<file path="src/rtl/uart_tx.sv">
// 8N1 UART transmitter: one start bit, eight data bits LSB first, one stop bit.
// Accepts a byte only while idle; the line, active and done flags are all registered.
`timescale 1ns/1ps
module uart_tx #(
    parameter int unsigned CLKS_PER_BIT = 217
) (
    input  logic       i_Clk,
    input  logic       i_Rst_n,
    input  logic       i_TX_DV,
    input  logic [7:0] i_TX_Byte,
    output logic       o_TX_Serial,
    output logic       o_TX_Active,
    output logic       o_TX_Done
);

    localparam int unsigned CNT_W = $clog2(CLKS_PER_BIT);
    localparam logic [CNT_W-1:0] CNT_MAX = CNT_W'(CLKS_PER_BIT - 1);

    localparam logic [1:0] IDLE  = 2'd0;
    localparam logic [1:0] START = 2'd1;
    localparam logic [1:0] DATA  = 2'd2;
    localparam logic [1:0] STOP  = 2'd3;

    logic [1:0]       state,   state_n;
    logic [CNT_W-1:0] cnt,     cnt_n;
    logic [2:0]       idx,     idx_n;
    logic [7:0]       tx_data, tx_data_n;
    logic             serial_n;
    logic             active_n;
    logic             done_n;

    logic             bit_end;
    logic [2:0]       idx_inc;

    assign bit_end = (cnt == CNT_MAX);
    assign idx_inc = idx + 3'd1;

    // State and output registers
    always_ff @(posedge i_Clk or negedge i_Rst_n) begin
        if (!i_Rst_n) begin
            state       <= IDLE;
            cnt         <= '0;
            idx         <= '0;
            tx_data     <= '0;
            o_TX_Serial <= 1'b1;
            o_TX_Active <= 1'b0;
            o_TX_Done   <= 1'b0;
        end else begin
            state       <= state_n;
            cnt         <= cnt_n;
            idx         <= idx_n;
            tx_data     <= tx_data_n;
            o_TX_Serial <= serial_n;
            o_TX_Active <= active_n;
            o_TX_Done   <= done_n;
        end
    end

    // Next-state and next-output logic; done is a single-cycle pulse by default
    always_comb begin
        state_n   = state;
        cnt_n     = cnt;
        idx_n     = idx;
        tx_data_n = tx_data;
        serial_n  = o_TX_Serial;
        active_n  = o_TX_Active;
        done_n    = 1'b0;

        case (state)
            IDLE: begin
                serial_n = 1'b1;
                if (i_TX_DV) begin
                    tx_data_n = i_TX_Byte;
                    serial_n  = 1'b0;
                    active_n  = 1'b1;
                    cnt_n     = '0;
                    state_n   = START;
                end
            end
            START: begin
                if (bit_end) begin
                    cnt_n    = '0;
                    serial_n = tx_data[0];
                    idx_n    = '0;
                    state_n  = DATA;
                end else begin
                    cnt_n = cnt + CNT_W'(1);
                end
            end
            DATA: begin
                if (bit_end) begin
                    cnt_n = '0;
                    if (idx != 3'd7) begin
                        idx_n    = idx_inc;
                        serial_n = tx_data[idx_inc];
                    end else begin
                        serial_n = 1'b1;
                        state_n  = STOP;
                    end
                end else begin
                    cnt_n = cnt + CNT_W'(1);
                end
            end
            STOP: begin
                if (bit_end) begin
                    active_n = 1'b0;
                    done_n   = 1'b1;
                    cnt_n    = '0;
                    state_n  = IDLE;
                end else begin
                    cnt_n = cnt + CNT_W'(1);
                end
            end
            default: begin
                state_n = IDLE;
            end
        endcase
    end

endmodule

</file>
<file path="config.mk">
export PLATFORM = sky130hd
export DESIGN_NAME = uart_tx
export DESIGN_NICKNAME = d
export VERILOG_FILES = /design/src/rtl/uart_tx.sv
export SDC_FILE = /design/constraint.sdc
export NUM_CORES = 1
export LEC_CHECK = 0
export CORE_MARGIN = 5
export CORE_UTILIZATION = 35
export CTS_BUF_LIST = sky130_fd_sc_hd__clkbuf_2
export CTS_CLUSTER_SIZE = 28
export DETAILED_ROUTE_END_ITERATION = 7
export PLACE_DENSITY_LB_ADDON = 0.25
export SLEW_MARGIN = 5
export SYNTH_ARGS = -nofsm -noshare
export SYNTH_HDL_FRONTEND = slang
export SYNTH_SLANG_ARGS = --single-unit
</file>
<file path="constraint.sdc">
create_clock -name i_Clk -period 2.7 [get_ports i_Clk]
set_input_delay 0.54 -clock i_Clk [delete_from_list [all_inputs] [get_ports i_Clk]]
set_output_delay 0.54 -clock i_Clk [all_outputs]
set_load 0.1 [all_outputs]
</file>
==> flow_summary.ini <==
[worst_hold_path]
min_path_type = in2async

[logic_synthesis]
synth_edf_count = 0
ys_warn_count = 0
synth_area_leaders = dfrtp_1 43%, ha_1 9.3%, mux2_2 9.2%, nand2_1 3.6%, o21ai_0 3.3%
ys_seq_area_share_pct = 44.6
ys_ff_latch = 24
synthesis.instances = 126
yosys.area.top_type = dfrtp_1
avgSynthCellArea_sq_um = 10.7
synth_ff_type = dfrtp_1
netlist_area_sq_mm = 0.00135
synth_top_area_share_pct = 42.7
synth_nets = 147
ys_async_sr_fraction_pct = 100
ys_types = 37

[route]
avgRoutedWirePerCell_um = 13.7
drc = 0
dr.first_iter.drc_count = 76
ant_nets = 0
dr_total_vias = 978
first_pass_iters = 4
vias_per_cell = 5.12
drt_wl_total_mm = 2.62

[place]
place.port_buffers = 13
gp_congestion = 0.814
dp_slack_ns = 0.655
place_inst = 187
post-dp-hpwl_mm = 1.97

[timing]
holdWs_ns = 0.519
setup_viol = 0
max_freq_mhz = 507
worstMarginPinSlew_ns = 0.354
hold_violations = 0
maxSlewHeadroom_pct = 76.4
post-route-period-util_pct = 73.0
rsz0062_at_grt = no
period_minus_slack_ns = 1.97
finalClockSkew_ns = 0.00231
final_max_slew_viol_count = 0
tns_ns = 0
setup_slack_ns = 0.729

[layout]
area_growth_pct = 17.3
diodes = 0
finalNetCount = 165
stdcell_count = 191
drive_above_1_share_pct = 19.6

[status]
outcome = complete, no violations

[power_and_ir_drop]
leakagePower_nw = 0.708
combPwrFrac_pct = 45.8
power_frac_seq_pct = 39.3
power_density_mw_per_mm2 = 1010
p_sw_share_pct = 37.7
vdd_drop_max_mv = 0.311
p_sw_mw = 0.602
internal_power_mw = 0.994
clkPwrFrac_pct = 15.0

[clocking]
clkLatencyLatePin_ns = 0.33
path_clk_slew_ns = 0.24
cts_root_buffer = clkbuf_2
cts.path.max_buffers = 2
cts_tree = yes
cts_sinks = 24
cts_resized = 0
cts_setup_buffers = 0
cts.hold.buffers_added = 0
htreeDepth = 1
cts_buffers = 3

[grt]
grt_pass1_vias = 1025
grt_pass1_wl_mm = 4.73
gr-usage-met2_pct = 17.6
grt-busiest-layer = met2
grt.met1_usage_pct = 15.2
grt_overflow = 0
grtUsageTotal_pct = 11.1
antenna_found_initial = 0
grtUsageMet3_pct = 2.63
grt_max_degree = 25

[floorplan]
fp.dieH_um = 72.1
ioPinCount = 14
start_util_pct = 36.6
num_rows = 22
dieArea_sq_mm = 0.00520
chipWidth_um = 72.1
coreArea_sq_mm = 0.00369

[setup_path]
critPathLaunchType = flop
crit_required_ns = 2.96
reg2reg_setup_slack_ns = 0.73
crit_start = state[0]
worstReg2RegStart = state[0]
reg2reg_depth = 6
cp_max_fo = 8
critical_path_class = reg2reg
worst_ep_arrival_time_ns = 2.23
r2r-end = state[1]
endpoint_kind = flop

[flow_run]
maxCapViolations = 0
==> state kept, by name (all words and copies together) (netlist names) <==
signal and cells:
cnt 8, tx_data 8, idx 3, state 2, o_TX_Active 1, o_TX_Done 1
o_TX_Serial 1
==> placed cells by master, fill, tap and decap left out, types with 2 or more instances in the layout <==
cell type / instances
nand3_1: 5
mux2i_1: 2
nand2b_1: 3
or2_2: 2
mux2_2: 11
clkbuf_2: 3
clkdlybuf4s50_1: 10
buf_4: 5
a31oi_1: 4
a22o_1: 3
nand2_1: 13
inv_1: 8
ha_1: 10
nor2_1: 4
dfrtp_1: 23
a21oi_1: 5
or3_1: 2
o21ai_0: 9
==> cell families after synthesis <==
kind of cell | Yosys count | share of synthesized area (%)
compound gates | 30 | 14.8
flops | 24 | 44.6
mux | 15 | 13.7
fa+ha+maj | 10 | 9.28
simple gates | 36 | 14.0
buf+inv | 10 | 2.88
xor+xnor | 1 | 0.649
==> per-stage QoR <==
stage               util, %  area [sq um]  total power, mW
floorplan                 -          1350             1.19
global placement       41.7          1540             1.35
detailed placement     41.7          1540             1.37
CTS                    42.9          1580             1.62
global route           42.9          1580             1.74
finish                 42.9          1580             1.60
==> layer usage <==
metal / vias up / routed length [um]
li1: 490 / -
met1: 472 / 1240
met2: 12 / 1280
met3: 4 / 74
met4: 0 / 28
met5: - / 0
==> Yosys cell counts (2+ instances only) <==
cell and number:
dfrtp_1 23, nand2_1 13, mux2_2 11, ha_1 10, o21ai_0 9, inv_1 8, a21oi_1 5, nand3_1 5
a31oi_1 4, nor2_1 4, a22o_1 3, nand2b_1 3, mux2i_1 2, or2_2 2, or3_1 2
==> power by group through the flow <==
stage | logic [mW] | clock network [mW] | registers, mW
2_1_floorplan | 0.533 | 0 | 0.659
3_3_place_gp | 0.720 | 0 | 0.627
3_5_place_dp | 0.734 | 0 | 0.636
4_1_cts | 0.739 | 0.251 | 0.626
5_1_grt | 0.819 | 0.270 | 0.648
6_report | 0.731 | 0.239 | 0.627
==> worst max path at each step <==
stage / endpoint / cells after the start
final: state[1] / 6
after global routing: state[1] / 6
after CTS: state[1] / 6
after detailed placement: state[1] / 5
after global placement: state[1] / 5
after floorplan: state[1] / 6
==> worst max-delay path: stages, from the launching register on <==
cell,delay [ns]
dfrtp_1,0.47
inv_1,0.10
ha_1,0.31
or2_2,0.36
nor2_1,0.14
o221a_2,0.23
mux2_4,0.29
==> final cells by class <==
| class | count | area (sq um) |
|---|---|---|
| Multi-Input combinational cell | 92 | 708 |
| Timing Repair Buffer | 15 | 138 |
| Fill cell | 381 | 2110 |
| Tap cell | 48 | 60.1 |
| Clock buffer | 3 | 15.0 |
| Clock inverter | 1 | 30.0 |
| Inverter | 8 | 30.0 |
| Sequential cell | 24 | 602 |
Note: power is estimated with default switching activity, not from simulation.
